File: config.mk
export PLATFORM = sky130hd
export DESIGN_NAME = mac_job_scheduler
export DESIGN_NICKNAME = d
export VERILOG_FILES = /design/src/rtl/mac_job_scheduler.sv
export SDC_FILE = /design/constraint.sdc
export NUM_CORES = 1
export LEC_CHECK = 0
export CAP_MARGIN = 20
export CORE_MARGIN = 3
export CORE_UTILIZATION = 25
export CTS_BUF_LIST = sky130_fd_sc_hd__clkbuf_8
export DETAILED_ROUTE_END_ITERATION = 8
export GPL_TIMING_DRIVEN = 0
export HOLD_SLACK_MARGIN = 0.06
export MAX_ROUTING_LAYER = met4
export SYNTH_ARGS = -nofsm -noshare
export SYNTH_HDL_FRONTEND = slang
export SYNTH_SLANG_ARGS = --single-unit
File: constraint.sdc
create_clock -name i_clk -period 2.4 [get_ports i_clk]
set_input_delay 0.6 -clock i_clk [delete_from_list [all_inputs] [get_ports i_clk]]
set_output_delay 0.6 -clock i_clk [all_outputs]
set_load 0.01 [all_outputs]
File: src/rtl/mac_job_scheduler.sv
// mac_job_scheduler: round-robin job controller for the pipelined matrix MAC.
// Grants one requester at a time, clears the MAC, runs it until mac_done or a
// watchdog timeout, then pulses done (and err on timeout) to the grantee.
// Every output is registered from the next-state value, so each output changes
// on the same edge as the state it belongs to.
module mac_job_scheduler #(
  parameter int NUM_REQ        = 2,
  parameter int CLR_CYCLES     = 2,
  parameter int TIMEOUT_CYCLES = 256,
  parameter int CNT_WIDTH      = 16
) (
  input  logic                       i_clk,
  input  logic                       i_rst,
  input  logic [NUM_REQ-1:0]         i_req,
  output logic [NUM_REQ-1:0]         o_gnt,
  output logic [$clog2(NUM_REQ)-1:0] o_gnt_id,
  output logic [NUM_REQ-1:0]         o_done,
  output logic [NUM_REQ-1:0]         o_err,
  output logic                       o_busy,
  output logic                       o_mac_rstn,
  output logic                       o_mac_start,
  input  logic                       i_mac_done,
  output logic [CNT_WIDTH-1:0]       o_jobs_done
);

  localparam int IDW = $clog2(NUM_REQ);
  localparam int CCW = $clog2(CLR_CYCLES + 1);
  localparam int WDW = $clog2(TIMEOUT_CYCLES + 1);

  typedef enum logic [2:0] {
    S_IDLE  = 3'd0,
    S_CLEAR = 3'd1,
    S_RUN   = 3'd2,
    S_DONE  = 3'd3,
    S_ABORT = 3'd4
  } state_t;

  state_t           r_state;
  state_t           w_next;
  logic [IDW-1:0]   r_ptr;
  logic [CCW-1:0]   r_clr_cnt;
  logic [WDW-1:0]   r_wd;

  logic             w_any;
  logic [IDW-1:0]   w_pick;
  logic             w_clr_last;
  logic             w_wd_hit;
  logic [IDW-1:0]   w_ptr_inc;

  logic [NUM_REQ-1:0]   w_gnt_n;
  logic [IDW-1:0]       w_gnt_id_n;
  logic [NUM_REQ-1:0]   w_done_n;
  logic [NUM_REQ-1:0]   w_err_n;
  logic                 w_busy_n;
  logic                 w_rstn_n;
  logic                 w_start_n;
  logic [CNT_WIDTH-1:0] w_jobs_n;

  // First set request at or above the pointer, wrapping around.
  function automatic logic [IDW-1:0] rr_pick(input logic [NUM_REQ-1:0] req,
                                             input logic [IDW-1:0] ptr);
    logic [IDW-1:0] pick;
    logic           found;
    int             idx;
    pick  = '0;
    found = 1'b0;
    for (int i = 0; i < NUM_REQ; i++) begin
      idx = (int'(ptr) + i) % NUM_REQ;
      if (!found && req[idx]) begin
        pick  = IDW'(idx);
        found = 1'b1;
      end
    end
    return pick;
  endfunction

  // One-hot vector with only bit idx set.
  function automatic logic [NUM_REQ-1:0] onehot(input logic [IDW-1:0] idx);
    return {{(NUM_REQ-1){1'b0}}, 1'b1} << idx;
  endfunction

  assign w_any      = |i_req;
  assign w_pick     = rr_pick(i_req, r_ptr);
  assign w_clr_last = (r_clr_cnt == CCW'(CLR_CYCLES - 1));
  assign w_wd_hit   = (r_wd == WDW'(TIMEOUT_CYCLES - 1));
  assign w_ptr_inc  = (o_gnt_id == IDW'(NUM_REQ - 1)) ? '0 : o_gnt_id + IDW'(1);

  // State register.
  always_ff @(posedge i_clk) begin
    if (i_rst) begin
      r_state <= S_IDLE;
    end else begin
      r_state <= w_next;
    end
  end

  // Next-state logic; in RUN a mac_done beats a simultaneous timeout.
  always_comb begin
    w_next = r_state;
    case (r_state)
      S_IDLE:  w_next = w_any ? S_CLEAR : S_IDLE;
      S_CLEAR: w_next = w_clr_last ? S_RUN : S_CLEAR;
      S_RUN: begin
        if (i_mac_done) begin
          w_next = S_DONE;
        end else if (w_wd_hit) begin
          w_next = S_ABORT;
        end else begin
          w_next = S_RUN;
        end
      end
      S_DONE:  w_next = S_IDLE;
      S_ABORT: w_next = S_IDLE;
      default: w_next = S_IDLE;
    endcase
  end

  // Next values of the registered outputs, derived from the state being entered.
  always_comb begin
    w_gnt_n    = o_gnt;
    w_gnt_id_n = o_gnt_id;
    w_done_n   = '0;
    w_err_n    = '0;
    w_busy_n   = (w_next != S_IDLE);
    w_rstn_n   = (w_next != S_CLEAR);
    w_start_n  = (w_next == S_RUN);
    w_jobs_n   = o_jobs_done;
    if (r_state == S_IDLE && w_any) begin
      w_gnt_n    = onehot(w_pick);
      w_gnt_id_n = w_pick;
    end else if (w_next == S_IDLE) begin
      w_gnt_n = '0;
    end else begin
      w_gnt_n = o_gnt;
    end
    if (w_next == S_DONE) begin
      w_done_n = onehot(o_gnt_id);
      if (o_jobs_done != {CNT_WIDTH{1'b1}}) begin
        w_jobs_n = o_jobs_done + CNT_WIDTH'(1);
      end else begin
        w_jobs_n = o_jobs_done;
      end
    end else if (w_next == S_ABORT) begin
      w_done_n = onehot(o_gnt_id);
      w_err_n  = onehot(o_gnt_id);
    end else begin
      w_done_n = '0;
    end
  end

  // Output registers; reset forces mac_rstn low so the MAC is cleared at once.
  always_ff @(posedge i_clk) begin
    if (i_rst) begin
      o_gnt       <= '0;
      o_gnt_id    <= '0;
      o_done      <= '0;
      o_err       <= '0;
      o_busy      <= 1'b0;
      o_mac_rstn  <= 1'b0;
      o_mac_start <= 1'b0;
      o_jobs_done <= '0;
    end else begin
      o_gnt       <= w_gnt_n;
      o_gnt_id    <= w_gnt_id_n;
      o_done      <= w_done_n;
      o_err       <= w_err_n;
      o_busy      <= w_busy_n;
      o_mac_rstn  <= w_rstn_n;
      o_mac_start <= w_start_n;
      o_jobs_done <= w_jobs_n;
    end
  end

  // Clear-phase length counter, watchdog and round-robin pointer.
  always_ff @(posedge i_clk) begin
    if (i_rst) begin
      r_clr_cnt <= '0;
      r_wd      <= '0;
      r_ptr     <= '0;
    end else begin
      r_clr_cnt <= (r_state == S_CLEAR) ? r_clr_cnt + CCW'(1) : '0;
      r_wd      <= (r_state == S_RUN) ? r_wd + WDW'(1) : '0;
      if (r_state == S_DONE || r_state == S_ABORT) begin
        r_ptr <= w_ptr_inc;
      end else begin
        r_ptr <= r_ptr;
      end
    end
  end

endmodule

Word level (Yosys, flattened, before mapping)
Cells that the tools add are included.

storage, ports and cells
  register bits after elaboration = 41
  input port bits = 5
  output and inout bits = 26
  logic and storage cells = 66

operators by class
  add/subtract/negate cells = 5
  $lt $le $gt $ge = 2
  equal/unequal tests = 11
  shift-type cells = 2
  multiplexer cells = 18
  bitwise logic cells = 3
  reductions and logical operators = 13

operators with widths
  kind                                                                           count
  16-bit by 1-bit adder with 16-bit output (second input constant)               1
  16-bit != test (second input constant)                                         1
  3-bit by 2-bit equality test with 1-bit output (second input constant)         4
  1-bit two-way mux                                                              10
  2-bit two-way mux                                                              5
  9-bit by 1-bit adder with 9-bit output (second input constant)                 1
  9-bit by 8-bit equality test with 1-bit output (second input constant)         1
  3-bit one-hot mux with 3 select lines                                          1
  2-bit OR reduction                                                             4
  3-bit equality test (second input constant)                                    2
  3-bit zero test                                                                2
  3-bit two-way mux                                                              2
  1-bit by 1-bit left shift with 2-bit output (first input constant)             2
  3-bit by 1-bit equality test with 1-bit output (second input constant)         1
  2-bit by 3-bit less-than comparator with 1-bit output (second input constant)  1
  3-bit by 1-bit != test with 1-bit output (second input constant)               1
  3-bit nonzero test                                                             1
  1-bit adder (second input constant)                                            2
  2-bit by 1-bit adder with 2-bit output (second input constant)                 1
  2-bit by 1-bit equality test with 1-bit output (second input constant)         1
  1-bit logical AND                                                              2
  1-bit by 2-bit less-than comparator with 1-bit output (second input constant)  1
  1-bit inverter                                                                 2
  2-bit AND reduction                                                            1
  4 further kinds                                                                4

Longest topological paths before layout
  depth after elaboration = 9
  gate-level depth with buffers = 8
  depth with buffers taken out = 8

Worst setup path before layout
No wires, ideal clock.

  path type = reg2reg
  start = reg o_jobs_done[0]
  end = reg o_jobs_done[15]
  library setup time = 123 ps
  arrival = 1613 ps
  required time = 2277 ps
  path slack = 664 ps
  stages on the path, launching flop included = 7
  path buffers = 1
  period minus slack after synthesis = 1736 ps
  cells stage by stage = dfxtp_1 > ha_1 > and3_1 > and4_4 > buf_6 > nor4_1 > mux2_1

on the way
  cells in the longest elaborated chain, start to end = 2
  elaborated cells on any way between the ends = 3
  those cells by class = add/sub (1); eq/ne (1); reduce/logical (1)

RTL lines
  item                                                                              line  source
  from (decl)                                                                       23    output logic [CNT_WIDTH-1:0] o_jobs_done
  from (signal assigned)                                                            170   o_jobs_done <= w_jobs_n;
  branches (longest 2 deep; another with 16-bit by 1-bit adder with 16-bit output)  --

Parallel ways; which one is timed is not known.
A chain may end at the register's enable or synchronous reset.

Final worst setup path
  start = in i_mac_done
  end = reg o_jobs_done[2]

on the way
  cells in the longest elaborated chain, start to end = 4

RTL lines
  item                                            line  source
  from (decl)                                     22    input logic i_mac_done,
  3-bit two-way mux                               104   if (i_mac_done) begin
  3-bit one-hot mux with 3 select lines           100   case (r_state)
  3-bit by 2-bit equality test with 1-bit output  136   if (w_next == S_DONE) begin
  2-bit AND reduction (no line)                   --

Every way passes these cells.

==> reports/summary.txt <==
Largest net degree at the start of global routing: 12
Endpoint class of the critical path: flop
XOR/XNOR share of the synthesized area: 1.98%
Seq/Total Area, Yosys: 46.4%
Die W: 90.2 µm
Max-slew headroom: 65.4%
Via density: 4.67
Hold/Removal Path Class: reg -> reg
CP Class: in -> reg
Num ports: 31
Share of cells above drive strength 1: 5.91%
Routed Antenna Nets: 0
Commonest cells post-synth: dfxtp_1 (41), nor2_1 (21), a21oi_1 (19)
Hold Fails Final Rpt: 0
Ys Warns: 0
Crit start category: input port
H-tree lvl count: 2
Die area: 8130 µm²
Cts hold-fix bufs: 0
Tcrit/Tclk final: 83.1%
Cells along the critical path: clkdlybuf4s50_1 -> nand3_1 -> buf_2 -> or4_1 -> a21oi_1
Antenna violations before repair: 0
Power per Cell Area: 534 nW/µm²
Initial Util: 25.9%
Status: completed
Syn avg cell area: 8.90 µm²
Crit-path slowest cell: clkdlybuf4s50_1
Fin Hold WS: 433 ps
Synth cell types: 35
Mux contribution to synthesized area: 1.27%
Layout area overhead: 28.3%
Drt wl/cell: 11.8 µm
Routed Wire Length: 3.95 mm
Post_cts resized: 0
Total power: 1.21 mW
WP data required: 2620 ps
Most instantiated library cell after synthesis: dfxtp_1
Synth Flop Type: dfxtp_1
Fmax: 502 MHz
Root buf cell: clkbuf_8
Die H: 90.2 µm
GP Congestion: 0.726
Setup TNS: 0 ps
CP Max Fanout: 10
Diode count: 0
VDD IR max: 256 µV
Place WS: 97.9 ps
LEAKAGE: 0.732 nW
Number of vias in the routed layout: 1555
Core ar.: 6830 µm²
Mapped Cells: 199
Dominant cell type by area after synthesis: dfxtp_1
DRC: 0
Post-synth ARST share: 0%
WP data arrival: 2210 ps
Least-Margin Pin Slew: 519 ps
Slew Viols, Final: 0
CTS Buf Count: 5
Endpoints failing setup: 0
Detailed Routing Iterations Pass 1: 4
Clock Skew: 7.95 ps
Max incr delay on CP: 540 ps
GRT overflow: 0
Clk sinks: 41
Clock Path Buffers: 2
Tmin final: 1990 ps
RSZ-0062 raised after global routing: false
Clock Latency Late Sink: 290 ps
Largest family of logic cells by synthesized area: simple AND/OR/NAND/NOR gates
Vias in the first global route: 1472
Cell row count: 30
Tot GR Track Use: 10.1%
Synth Cell Area: 1770 µm²
Post-Synth Adder-Cell Area: 2.83%
Port Buffers: 30
EDFF count, synth: 0
Postcts setup bufs: 0
Share of the synthesized area in the top cell type: 46.4%
Initial DRC count: 72
Synth Area in Compound Gates: 13.3%
Fin util: 33.2%
Dpl hpwl: 2.96 mm
Synthesized Nets: 208
Yosys reg bits: 41
Post-synthesis simple-gate area fraction: 29.4%
First-pass GRT wire length: 6.68 mm
Final nets: 245
Clock transition at path regs: 80 ps
CTS tree: built
Final worst setup slack: 406 ps
Largest cells by area after synthesis: dfxtp_1 (46%), a21oi_1 (5.4%), nor2_1 (4.5%)
Max_cap viols: 0
[worst max-delay path: cells and delay by family]
family          cells  cell delay [ps]
compound gates      1              150
simple gates        2              680
buf+inv             2              780
[worst paths after layout]
| check | start | end | slack, ps | cells after the start |
|---|---|---|---|---|
| setup / recovery | i_mac_done | o_jobs_done[2]$_SDFFE_PP0P_ | 410 | 5 |
| hold / removal | r_clr_cnt[0]$_SDFF_PP0_ | r_clr_cnt[0]$_SDFF_PP0_ | 430 | 1 |
| hold reg to reg | r_clr_cnt[0]$_SDFF_PP0_ | r_clr_cnt[0]$_SDFF_PP0_ | 430 | 1 |
| setup reg to reg | o_jobs_done[0]$_SDFFE_PP0P_ | o_jobs_done[15]$_SDFFE_PP0P_ | 570 | 6 |
[where the power goes]
group	internal, mW	switching, mW
sequential	0.695	0.0137
clock	0.194	0.224
combinational	0.0413	0.0456
total	0.930	0.283
[metrics by stage]
stage / area (µm²) / cells
after global routing: 2270 / 333
after CTS: 2270 / 333
final: 2270 / 333
after floorplan: 1770 / 199
after detailed placement: 2190 / 325
after global placement: 2190 / 325
[flip-flops by register name, summed over array words and instances, names as in the netlist, 2 cells and up]
register and count:
o_done 2, o_err 2, o_gnt 2, o_jobs_done 16, r_clr_cnt 2, r_state 3, r_wd 9
[cell usage in the layout (no fill, tap or decap), types with 3 or more instances in the layout]
| cell type | count |
|---|---|
| nor2_1 | 21 |
| clkbuf_8 | 5 |
| or4_1 | 9 |
| dfxtp_1 | 41 |
| nor3_1 | 10 |
| nor4_1 | 4 |
| inv_1 | 11 |
| buf_2 | 3 |
| o21ai_0 | 3 |
| or3_1 | 8 |
| nand4_1 | 4 |
| ha_1 | 4 |
| clkdlybuf4s50_1 | 30 |
| nand3_1 | 8 |
| clkbuf_1 | 5 |
| o31ai_1 | 10 |
| xnor2_1 | 3 |
| a21oi_1 | 19 |
| and4_1 | 3 |
| nand2_1 | 7 |
| nand2b_1 | 4 |
[kinds of logic (layout without fill, tap and decap cells)]
| family | count (synthesis) | after routing |
|---|---|---|
| multiplexers | 2 | 2 |
| AO/OA/AOI/OAI | 39 | 39 |
| AND/OR/NAND/NOR | 91 | 91 |
| flip-flops | 41 | 41 |
| XOR/XNOR | 4 | 4 |
| buffers and inverters | 18 | 56 |
| adder cells (fa/ha/maj) | 4 | 4 |
[layout make-up]
cell class	instances	area, µm²
sequential	41	821
clock buffer	5	68.8
timing repair buffer	30	300
tap	96	120
fill	751	4560
buffer	10	56.3
multi-input combinational	140	863
clock inverter	3	11.3
inverter	8	30.0
[per-layer routing]
layer / global-route usage (%) / part of all wire, % / vias up
met5: - / 0 / -
met3: 2.68 / 3.0 / 3
met1: 13.0 / 52 / 721
met2: 15.6 / 45 / 30
li1: - / - / 801
met4: 3.06 / 0.48 / 0
Note: power is estimated with default switching activity, not from simulation.
